--- src/rtl/control_sequencer_if.sv ---
// Control bus between the hardwired sequencer and the Datapath.
// SINGLE_STEP_EN adds the step request line.
interface control_sequencer_if;
   logic        start;
   logic [31:0] ir;
`ifdef SINGLE_STEP_EN
   logic        step;
`endif
   logic ctl_pcout, ctl_marin, ctl_incpc, ctl_zlowin, ctl_zlowout, ctl_pcin;
   logic ctl_mdmuxread, ctl_ramread, ctl_ramwrite, ctl_mdrin, ctl_mdrout, ctl_irin;
   logic ctl_gra, ctl_grb, ctl_grc, ctl_rin, ctl_rout, ctl_baout, ctl_yin, ctl_cseout;
   logic op_add, op_sub, op_and, op_or, op_neg, op_not;
   logic run, illegal;

   modport master (
`ifdef SINGLE_STEP_EN
      input  step,
`endif
      input  start, ir,
      output ctl_pcout, ctl_marin, ctl_incpc, ctl_zlowin, ctl_zlowout, ctl_pcin,
             ctl_mdmuxread, ctl_ramread, ctl_ramwrite, ctl_mdrin, ctl_mdrout, ctl_irin,
             ctl_gra, ctl_grb, ctl_grc, ctl_rin, ctl_rout, ctl_baout, ctl_yin, ctl_cseout,
             op_add, op_sub, op_and, op_or, op_neg, op_not, run, illegal
   );

   modport slave (
`ifdef SINGLE_STEP_EN
      output step,
`endif
      output start, ir,
      input  ctl_pcout, ctl_marin, ctl_incpc, ctl_zlowin, ctl_zlowout, ctl_pcin,
             ctl_mdmuxread, ctl_ramread, ctl_ramwrite, ctl_mdrin, ctl_mdrout, ctl_irin,
             ctl_gra, ctl_grb, ctl_grc, ctl_rin, ctl_rout, ctl_baout, ctl_yin, ctl_cseout,
             op_add, op_sub, op_and, op_or, op_neg, op_not, run, illegal
   );
endinterface

--- src/rtl/control_sequencer.sv ---
// Hardwired fetch/decode/execute control unit; Moore outputs registered from the next state.
// SINGLE_STEP_EN: adds PAUSE after every instruction, released by bus.step.
module control_sequencer #(
   parameter int unsigned MEM_WAIT = 0,
   parameter int unsigned OP_LSB   = 27
) (
   input  logic                clock,
   input  logic                clear,
   control_sequencer_if.master bus
);
   localparam int unsigned OP_W   = 5;
   localparam int unsigned WAIT_W = 2;

   localparam logic [OP_W-1:0] OPC_LD   = 5'b00000;
   localparam logic [OP_W-1:0] OPC_LDI  = 5'b00001;
   localparam logic [OP_W-1:0] OPC_ST   = 5'b00010;
   localparam logic [OP_W-1:0] OPC_ADD  = 5'b00011;
   localparam logic [OP_W-1:0] OPC_SUB  = 5'b00100;
   localparam logic [OP_W-1:0] OPC_AND  = 5'b01010;
   localparam logic [OP_W-1:0] OPC_OR   = 5'b01011;
   localparam logic [OP_W-1:0] OPC_ADDI = 5'b01100;
   localparam logic [OP_W-1:0] OPC_ANDI = 5'b01101;
   localparam logic [OP_W-1:0] OPC_ORI  = 5'b01110;
   localparam logic [OP_W-1:0] OPC_NEG  = 5'b10001;
   localparam logic [OP_W-1:0] OPC_NOT  = 5'b10010;
   localparam logic [OP_W-1:0] OPC_NOP  = 5'b11010;
   localparam logic [OP_W-1:0] OPC_HALT = 5'b11011;

   // R*: register/immediate ALU, L*: address/ldi path, M5: MAR load, U3: unary, WB: Z -> Ra
   typedef enum logic [4:0] {
      S_IDLE, S_HALT,
`ifdef SINGLE_STEP_EN
      S_PAUSE,
`endif
      S_T0, S_T1, S_T2, S_R3, S_R4, S_I4, S_WB, S_L3, S_L4, S_M5,
      S_LD6, S_LD7, S_ST6, S_ST7, S_U3, S_ILL
   } state_t;

   typedef struct packed {
      logic pcout, marin, incpc, zlowin, zlowout, pcin;
      logic mdmuxread, ramread, ramwrite, mdrin, mdrout, irin;
      logic gra, grb, grc, rin, rout, baout, yin, cseout;
      logic op_add, op_sub, op_and, op_or, op_neg, op_not;
      logic run, illegal;
   } ctl_t;

   state_t            r_state, w_state_n, w_last;
   logic [OP_W-1:0]   r_opc, w_opc_n, w_opc_ir;
   logic [WAIT_W-1:0] r_wait, w_wait_n;
   ctl_t              r_ctl, w_ctl_n;
   logic              w_alu;
   logic              w_unused_ir;

   assign w_opc_ir    = bus.ir[OP_LSB +: OP_W];
   assign w_unused_ir = ^bus.ir;

`ifdef SINGLE_STEP_EN
   assign w_last = S_PAUSE;
`else
   assign w_last = S_T0;
`endif

   // Next state, latched opcode and memory-wait counter
   always_comb begin
      w_state_n = r_state;
      w_opc_n   = r_opc;
      w_wait_n  = '0;
      case (r_state)
         S_IDLE, S_HALT: if (bus.start) w_state_n = S_T0;
`ifdef SINGLE_STEP_EN
         S_PAUSE:        if (bus.step) w_state_n = S_T0;
`endif
         S_T0:           w_state_n = S_T1;
         S_T1, S_LD6: begin
            if (r_wait < WAIT_W'(MEM_WAIT)) w_wait_n = r_wait + WAIT_W'(1);
            else w_state_n = (r_state == S_T1) ? S_T2 : S_LD7;
         end
         S_T2: begin
            w_opc_n = w_opc_ir;
            case (w_opc_ir)
               OPC_LD, OPC_LDI, OPC_ST:                    w_state_n = S_L3;
               OPC_ADD, OPC_SUB, OPC_AND, OPC_OR,
               OPC_ADDI, OPC_ANDI, OPC_ORI:                w_state_n = S_R3;
               OPC_NEG, OPC_NOT:                           w_state_n = S_U3;
               OPC_NOP:                                    w_state_n = w_last;
               OPC_HALT:                                   w_state_n = S_HALT;
               default:                                    w_state_n = S_ILL;
            endcase
         end
         S_R3: w_state_n = (r_opc inside {OPC_ADD, OPC_SUB, OPC_AND, OPC_OR}) ? S_R4 : S_I4;
         S_R4, S_I4, S_U3: w_state_n = S_WB;
         S_L3:  w_state_n = S_L4;
         S_L4:  w_state_n = (r_opc == OPC_LDI) ? S_WB : S_M5;
         S_M5:  w_state_n = (r_opc == OPC_LD) ? S_LD6 : S_ST6;
         S_ST6: w_state_n = S_ST7;
         S_WB, S_LD7, S_ST7, S_ILL: w_state_n = w_last;
         default: w_state_n = S_IDLE;
      endcase
   end

   // Output decode of the state being entered
   always_comb begin
      w_ctl_n = '0;
      w_alu   = 1'b0;
      case (w_state_n)
         S_T0:  begin w_ctl_n.pcout = 1'b1; w_ctl_n.marin = 1'b1;
                      w_ctl_n.incpc = 1'b1; w_ctl_n.zlowin = 1'b1; end
         S_T1:  begin w_ctl_n.zlowout = 1'b1; w_ctl_n.mdmuxread = 1'b1;
                      w_ctl_n.ramread = 1'b1; w_ctl_n.mdrin = 1'b1;
                      w_ctl_n.pcin = (w_wait_n == WAIT_W'(MEM_WAIT)); end
         S_T2:  begin w_ctl_n.mdrout = 1'b1; w_ctl_n.irin = 1'b1; end
         S_R3:  begin w_ctl_n.grb = 1'b1; w_ctl_n.rout = 1'b1; w_ctl_n.yin = 1'b1; end
         S_R4:  begin w_ctl_n.grc = 1'b1; w_ctl_n.rout = 1'b1; w_ctl_n.zlowin = 1'b1; w_alu = 1'b1; end
         S_I4, S_L4: begin w_ctl_n.cseout = 1'b1; w_ctl_n.zlowin = 1'b1; w_alu = 1'b1; end
         S_U3:  begin w_ctl_n.grb = 1'b1; w_ctl_n.rout = 1'b1; w_ctl_n.zlowin = 1'b1; w_alu = 1'b1; end
         S_WB:  begin w_ctl_n.zlowout = 1'b1; w_ctl_n.gra = 1'b1; w_ctl_n.rin = 1'b1; end
         S_L3:  begin w_ctl_n.grb = 1'b1; w_ctl_n.baout = 1'b1; w_ctl_n.yin = 1'b1; end
         S_M5:  begin w_ctl_n.zlowout = 1'b1; w_ctl_n.marin = 1'b1; end
         S_LD6: begin w_ctl_n.mdmuxread = 1'b1; w_ctl_n.ramread = 1'b1; w_ctl_n.mdrin = 1'b1; end
         S_LD7: begin w_ctl_n.mdrout = 1'b1; w_ctl_n.gra = 1'b1; w_ctl_n.rin = 1'b1; end
         S_ST6: begin w_ctl_n.gra = 1'b1; w_ctl_n.rout = 1'b1; w_ctl_n.mdrin = 1'b1; end
         S_ST7: w_ctl_n.ramwrite = 1'b1;
         S_ILL: w_ctl_n.illegal = 1'b1;
         default: ;
      endcase
      // Address arithmetic for ld/ldi/st and the immediates reuse the adder
      if (w_alu) begin
         case (w_opc_n)
            OPC_ADD, OPC_ADDI, OPC_LD, OPC_LDI, OPC_ST: w_ctl_n.op_add = 1'b1;
            OPC_SUB:                                    w_ctl_n.op_sub = 1'b1;
            OPC_AND, OPC_ANDI:                          w_ctl_n.op_and = 1'b1;
            OPC_OR, OPC_ORI:                            w_ctl_n.op_or  = 1'b1;
            OPC_NEG:                                    w_ctl_n.op_neg = 1'b1;
            OPC_NOT:                                    w_ctl_n.op_not = 1'b1;
            default: ;
         endcase
      end
      w_ctl_n.run = (w_state_n != S_IDLE) && (w_state_n != S_HALT)
`ifdef SINGLE_STEP_EN
                    && (w_state_n != S_PAUSE)
`endif
                    ;
   end

   always_ff @(posedge clock or negedge clear) begin
      if (!clear) begin
         r_state <= S_IDLE;
         r_opc   <= '0;
         r_wait  <= '0;
         r_ctl   <= '0;
      end else begin
         r_state <= w_state_n;
         r_opc   <= w_opc_n;
         r_wait  <= w_wait_n;
         r_ctl   <= w_ctl_n;
      end
   end

   assign bus.ctl_pcout     = r_ctl.pcout;
   assign bus.ctl_marin     = r_ctl.marin;
   assign bus.ctl_incpc     = r_ctl.incpc;
   assign bus.ctl_zlowin    = r_ctl.zlowin;
   assign bus.ctl_zlowout   = r_ctl.zlowout;
   assign bus.ctl_pcin      = r_ctl.pcin;
   assign bus.ctl_mdmuxread = r_ctl.mdmuxread;
   assign bus.ctl_ramread   = r_ctl.ramread;
   assign bus.ctl_ramwrite  = r_ctl.ramwrite;
   assign bus.ctl_mdrin     = r_ctl.mdrin;
   assign bus.ctl_mdrout    = r_ctl.mdrout;
   assign bus.ctl_irin      = r_ctl.irin;
   assign bus.ctl_gra       = r_ctl.gra;
   assign bus.ctl_grb       = r_ctl.grb;
   assign bus.ctl_grc       = r_ctl.grc;
   assign bus.ctl_rin       = r_ctl.rin;
   assign bus.ctl_rout      = r_ctl.rout;
   assign bus.ctl_baout     = r_ctl.baout;
   assign bus.ctl_yin       = r_ctl.yin;
   assign bus.ctl_cseout    = r_ctl.cseout;
   assign bus.op_add        = r_ctl.op_add;
   assign bus.op_sub        = r_ctl.op_sub;
   assign bus.op_and        = r_ctl.op_and;
   assign bus.op_or         = r_ctl.op_or;
   assign bus.op_neg        = r_ctl.op_neg;
   assign bus.op_not        = r_ctl.op_not;
   assign bus.run           = r_ctl.run;
   assign bus.illegal       = r_ctl.illegal;
endmodule
--- src/flat_wrapper.sv ---
// flat-port wrapper written by rule: the top's interface ports become plain ports
module control_sequencer_flat 
#(
   parameter int unsigned MEM_WAIT = 0,
   parameter int unsigned OP_LSB   = 27
)
  (clock, clear, bus_start, bus_ir, bus_ctl_pcout, bus_ctl_marin, bus_ctl_incpc, bus_ctl_zlowin, bus_ctl_zlowout, bus_ctl_pcin, bus_ctl_mdmuxread, bus_ctl_ramread, bus_ctl_ramwrite, bus_ctl_mdrin, bus_ctl_mdrout, bus_ctl_irin, bus_ctl_gra, bus_ctl_grb, bus_ctl_grc, bus_ctl_rin, bus_ctl_rout, bus_ctl_baout, bus_ctl_yin, bus_ctl_cseout, bus_op_add, bus_op_sub, bus_op_and, bus_op_or, bus_op_neg, bus_op_not, bus_run, bus_illegal);
  control_sequencer_if bus_i ();
  input  logic clock;
  input  logic clear;
  input wire logic [$bits(bus_i.start)-1:0] bus_start;
  input wire logic [$bits(bus_i.ir)-1:0] bus_ir;
  output wire logic [$bits(bus_i.ctl_pcout)-1:0] bus_ctl_pcout;
  output wire logic [$bits(bus_i.ctl_marin)-1:0] bus_ctl_marin;
  output wire logic [$bits(bus_i.ctl_incpc)-1:0] bus_ctl_incpc;
  output wire logic [$bits(bus_i.ctl_zlowin)-1:0] bus_ctl_zlowin;
  output wire logic [$bits(bus_i.ctl_zlowout)-1:0] bus_ctl_zlowout;
  output wire logic [$bits(bus_i.ctl_pcin)-1:0] bus_ctl_pcin;
  output wire logic [$bits(bus_i.ctl_mdmuxread)-1:0] bus_ctl_mdmuxread;
  output wire logic [$bits(bus_i.ctl_ramread)-1:0] bus_ctl_ramread;
  output wire logic [$bits(bus_i.ctl_ramwrite)-1:0] bus_ctl_ramwrite;
  output wire logic [$bits(bus_i.ctl_mdrin)-1:0] bus_ctl_mdrin;
  output wire logic [$bits(bus_i.ctl_mdrout)-1:0] bus_ctl_mdrout;
  output wire logic [$bits(bus_i.ctl_irin)-1:0] bus_ctl_irin;
  output wire logic [$bits(bus_i.ctl_gra)-1:0] bus_ctl_gra;
  output wire logic [$bits(bus_i.ctl_grb)-1:0] bus_ctl_grb;
  output wire logic [$bits(bus_i.ctl_grc)-1:0] bus_ctl_grc;
  output wire logic [$bits(bus_i.ctl_rin)-1:0] bus_ctl_rin;
  output wire logic [$bits(bus_i.ctl_rout)-1:0] bus_ctl_rout;
  output wire logic [$bits(bus_i.ctl_baout)-1:0] bus_ctl_baout;
  output wire logic [$bits(bus_i.ctl_yin)-1:0] bus_ctl_yin;
  output wire logic [$bits(bus_i.ctl_cseout)-1:0] bus_ctl_cseout;
  output wire logic [$bits(bus_i.op_add)-1:0] bus_op_add;
  output wire logic [$bits(bus_i.op_sub)-1:0] bus_op_sub;
  output wire logic [$bits(bus_i.op_and)-1:0] bus_op_and;
  output wire logic [$bits(bus_i.op_or)-1:0] bus_op_or;
  output wire logic [$bits(bus_i.op_neg)-1:0] bus_op_neg;
  output wire logic [$bits(bus_i.op_not)-1:0] bus_op_not;
  output wire logic [$bits(bus_i.run)-1:0] bus_run;
  output wire logic [$bits(bus_i.illegal)-1:0] bus_illegal;
  assign bus_i.start = bus_start;
  assign bus_i.ir = bus_ir;
  assign bus_ctl_pcout = bus_i.ctl_pcout;
  assign bus_ctl_marin = bus_i.ctl_marin;
  assign bus_ctl_incpc = bus_i.ctl_incpc;
  assign bus_ctl_zlowin = bus_i.ctl_zlowin;
  assign bus_ctl_zlowout = bus_i.ctl_zlowout;
  assign bus_ctl_pcin = bus_i.ctl_pcin;
  assign bus_ctl_mdmuxread = bus_i.ctl_mdmuxread;
  assign bus_ctl_ramread = bus_i.ctl_ramread;
  assign bus_ctl_ramwrite = bus_i.ctl_ramwrite;
  assign bus_ctl_mdrin = bus_i.ctl_mdrin;
  assign bus_ctl_mdrout = bus_i.ctl_mdrout;
  assign bus_ctl_irin = bus_i.ctl_irin;
  assign bus_ctl_gra = bus_i.ctl_gra;
  assign bus_ctl_grb = bus_i.ctl_grb;
  assign bus_ctl_grc = bus_i.ctl_grc;
  assign bus_ctl_rin = bus_i.ctl_rin;
  assign bus_ctl_rout = bus_i.ctl_rout;
  assign bus_ctl_baout = bus_i.ctl_baout;
  assign bus_ctl_yin = bus_i.ctl_yin;
  assign bus_ctl_cseout = bus_i.ctl_cseout;
  assign bus_op_add = bus_i.op_add;
  assign bus_op_sub = bus_i.op_sub;
  assign bus_op_and = bus_i.op_and;
  assign bus_op_or = bus_i.op_or;
  assign bus_op_neg = bus_i.op_neg;
  assign bus_op_not = bus_i.op_not;
  assign bus_run = bus_i.run;
  assign bus_illegal = bus_i.illegal;
  control_sequencer #(.MEM_WAIT(MEM_WAIT), .OP_LSB(OP_LSB)) u_core (.clock(clock), .clear(clear), .bus(bus_i));
endmodule
--- config.mk ---
export PLATFORM = sky130hd
export DESIGN_NAME = control_sequencer_flat
export DESIGN_NICKNAME = d
export VERILOG_FILES = /design/src/rtl/control_sequencer_if.sv /design/src/rtl/control_sequencer.sv /design/src/flat_wrapper.sv
export SDC_FILE = /design/constraint.sdc
export NUM_CORES = 1
export LEC_CHECK = 0
export BUFFER_PORTS_ARGS = -buffer_cell sky130_fd_sc_hd__buf_2
export CAP_MARGIN = 20
export CORE_UTILIZATION = 30
export DETAILED_ROUTE_END_ITERATION = 8
export SLEW_MARGIN = 40
export SYNTH_ARGS = -nofsm -noshare
export SYNTH_HDL_FRONTEND = slang
export SYNTH_SLANG_ARGS = --single-unit
--- constraint.sdc ---
create_clock -name clock -period 2.1 [get_ports clock]
set_input_delay 0.315 -clock clock [delete_from_list [all_inputs] [get_ports clock]]
set_output_delay 0.315 -clock clock [all_outputs]
set_load 0.02 [all_outputs]
==> results.txt <==
----------------------------------------------------
[Die]
  Total die area ... around 6900 um^2
  Effective utilization at floorplan ... 0.311
  Number of cell rows ... 29
  Die boundary height ... about 83 um
  Chip Width ... approximately 83 um
  Core Box Area ... 6390 um^2
  Top-level I/O count ... 63

[Route]
  Vias ... around 1800
  Via count normalized by instance count ... approximately 5
  Detailed router's first-iteration violation count ... 156
  Highest metal layer with signal wires ... met4
  Wire length on met1 ... 2160 um
  Number of design rule violations left after detail routing ... 0
  Count of antenna-violating nets left after detailed routing ... 0
  Wirelength per Cell ... 13.4 um
  First-pass iteration count of the detailed router ... 4
  Total routed wirelength ... around 4700 um
  Length of routed met2 wiring ... 2390 um
  Wire length on met3 ... 178 um

[Layout]
  Number of antenna repair diodes ... 0
  Fill cell total of the finished layout ... between 600 and 700
  Registers with the highest flip-flop counts ... u_core.r_opc (5), u_core.r_state (5)
  Top library cells by usage in the layout, fill and taps aside ... sky130_fd_sc_hd__buf_4 (46), sky130_fd_sc_hd__buf_2 (34), sky130_fd_sc_hd__dfrtp_1 (32)
  Area occupied by registers ... roughly 900 um^2
  Signed area change from the synthesized netlist to the final layout ... 37.8%
  Multi-input gate area ... between 1000 and 1500 um^2
  Number of nets in the layout ... between 300 and 400
  Leading cell type in the layout, fill and taps excluded ... sky130_fd_sc_hd__buf_4
  Share of layout cells above drive strength 1 ... 0.449

[Synth]
  Total of flip-flops plus latches after synthesis ... 36
  Fraction of registers with async set/reset ... 1.00
  Avg Inst Size Synth ... about 10 um^2
  Synthesized instance count ... 200
  Warnings from Yosys ... 0
  Top post-synthesis cells by area ... sky130_fd_sc_hd__dfrtp_1 (45%), sky130_fd_sc_hd__nand2b_1 (3.8%), sky130_fd_sc_hd__ha_1 (3.2%), sky130_fd_sc_hd__nor2_1 (2.8%), sky130_fd_sc_hd__mux2i_1 (2.5%)
  Distinct cell type count of the synthesized netlist ... between 50 and 60
  Synthesized net count ... 240
  Count of flip-flops with a built-in enable after synthesis ... 0
  Sequential element share of the synthesized area ... 0.454
  Top-area cell type share of the netlist area ... 0.454
  Cell taking the most area after synthesis ... sky130_fd_sc_hd__dfrtp_1
  Prevailing post-synth register cell ... sky130_fd_sc_hd__dfrtp_1
  Synthesized area ... around 2000 um^2

[CTS]
  Root Buffer Master ... sky130_fd_sc_hd__clkbuf_8
  Number of buffers created by CTS ... 5
  Number of H-tree levels ... 2
  CTS tree ... yes
  Clock-pin slew on the worst setup and hold paths ... approximately 0.07 ns
  Total of hold buffers inserted after clock tree synthesis ... 0
  Clock latency on the worst-skew pair ... ~0.28 ns
  Total clock sinks ... 36
  Clock Tree Buf Depth ... 2

[STA]
  Worst Clk Skew ... 0.00639 ns
  Final setup TNS ... -0.0146 ns
  Final worst hold slack ... -0.0222 ns
  Max-slew violation count ... 0
  Slew @ Worst Pin ... 0.446 ns
  Unrepaired setup endpoints after global routing ... true
  Headroom to the max-slew limit ... 0.703
  Maximum clock frequency ... 0.473 GHz
  Tmin final ... about 2.1 ns
  Final WS setup ... -0.0146 ns
  Hold violation count in the final report ... 36
  Count of endpoints failing setup in the final report ... 1
  Share of the clock period used by the worst path after layout ... 1.01

[Outcome]
  Result of the run ... complete, but fails checks
  Failing checks ... hold timing, setup timing

[Global route]
  Number of global-route vias before repair ... 1749
  Wire length of the first global-routing pass ... between 8000 and 9000 um
  Number of antenna violations at the first check in global routing ... 0
  Total overflow reported by the global router ... 0
  Maximum number of pins on one net before global-route repair ... 37
  All-Layer GR Usage ... 0.143

[Power and ir drop]
  Maximum VDD drop ... 0.000851 V
  Pleak ... 1.33 nW
  Final Power ... between 4 and 5 mW
  Power per unit of standard cell area ... 1700 nW/um^2
  Sequential cell fraction of total power ... 0.235
  Power dissipated by switching net loads ... just over 2 mW
  Relative contribution of combinational cells to total power ... 0.669
  Internal power consumption ... between 2 and 3 mW
  Clock network power share ... 0.096
  Switching share of power ... 0.442

[Worst setup path]
  Required time at the worst-slack endpoint ... roughly 2.3 ns
  Crit path capture type ... flip-flop
  Data arrival at the endpoint of the critical path ... ~2.3 ns
  R2r setup slk ... -0.01 ns
  Setup CP Type ... reg -> reg
  R2R Path End ... u_core.bus.ctl_rout
  Worst reg2reg path startpoint ... u_core.r_state[1]
  Largest driver fanout on the critical path ... 7
  Cells on worst reg2reg path ... 6
  Sort of element at the start of the critical path ... flip-flop

[Run]
  Count of maximum capacitance violations ... 0

[Place]
  Number of input and output port buffers inserted ... 35
  Global placement routability congestion ... 0.826
  Half-perimeter wire length of the detailed placement result ... between 3000 and 4000 um

[Hold path]
  Worst min path class ... in -> async

----------------------------------------------------
[worst max-delay path, stage by stage (launching register included)]
cell,delay (ns)
sky130_fd_sc_hd__dfrtp_2,0.46
sky130_fd_sc_hd__or4_4,0.54
sky130_fd_sc_hd__a311oi_4,0.27
sky130_fd_sc_hd__a21o_1,0.25
sky130_fd_sc_hd__nor2_1,0.09
sky130_fd_sc_hd__a211oi_1,0.27
sky130_fd_sc_hd__o21ai_1,0.11
[how the worst max path moves through the flow]
stage | from | endpoint | depth (start not counted)
finish | u_core.r_state[1] | u_core.bus.ctl_rout | 6
global route | u_core.r_state[1] | u_core.bus.ctl_rout | 7
CTS | u_core.r_state[4] | u_core.bus.op_neg | 6
detailed placement | u_core.r_state[1] | u_core.bus.op_neg | 6
global placement | u_core.r_state[1] | u_core.bus.op_neg | 6
floorplan | u_core.r_state[4] | u_core.bus.ctl_mdrout | 9
[cell type report]
cell class                 count  share of cell area
clock buffer                   6              0.0265
clock inverter                 1             0.00183
inverter                      15              0.0224
multi-input combinational    137               0.387
sequential                    36               0.331
tap                           77              0.0352
timing repair buffer          81               0.196
[cell families (layout without fill, tap and decap cells)]
group                      after synthesis  after routing  synth area share
and+or+nand+nor                         75             75             0.214
AOI/OAI and AO/OA                       46             46             0.172
DFF                                     36             36             0.454
buffers and inverters                   27            103            0.0731
muxes                                    8              8            0.0422
adders and majority gates                5              5            0.0315
xor gates and xnor gates                 3              3            0.0132
[cells in the mapped netlist, types with 4 or more instances]
library cell,number
sky130_fd_sc_hd__ha_1,5
sky130_fd_sc_hd__mux2i_1,5
sky130_fd_sc_hd__nand2_1,10
sky130_fd_sc_hd__buf_2,4
sky130_fd_sc_hd__nor3_1,8
sky130_fd_sc_hd__nor2b_1,4
sky130_fd_sc_hd__nand3_1,4
sky130_fd_sc_hd__nand2b_1,12
sky130_fd_sc_hd__o21ai_0,6
sky130_fd_sc_hd__a21oi_1,8
sky130_fd_sc_hd__and3_1,4
sky130_fd_sc_hd__inv_1,11
sky130_fd_sc_hd__nor2_1,15
sky130_fd_sc_hd__dfrtp_1,36
sky130_fd_sc_hd__o31ai_1,5
[power by group through the flow]
stage	Combinational, mW	Clock (mW)	Sequential [mW]
global route	3.42	0.503	1.12
CTS	2.79	0.471	1.10
finish	3.12	0.449	1.10
global placement	2.71	0	1.09
floorplan	1.60	0	1.19
detailed placement	2.74	0	1.10
[timing repair]
item | 4_1_cts | 5_1_grt
buffers inserted | 0 | 4
gates resized for setup | 7 | 19
endpoints found under the setup margin | 11 | 20
pin swaps | 1 | 2
[per-stage QoR]
stage               hold WS (ns)  instance area, um^2  setup slack, ns  cells  utilization
floorplan                 0.0194                 1990           0.0769    200            -
global placement           0.441                 2500          -0.0121    342        0.392
detailed placement         0.446                 2500          -0.0235    342        0.392
CTS                        0.133                 2600         0.000553    349        0.408
global route             0.00591                 2740           -0.113    353        0.428
finish                   -0.0222                 2740          -0.0146    353        0.428
[per-layer routing]
metal,vias up,GRT usage
met2,39,0.234
met4,0,0.0392
met5,-,0
met1,855,0.186
li1,864,-
met3,2,0.0368
(Power assumes the default switching activity.)
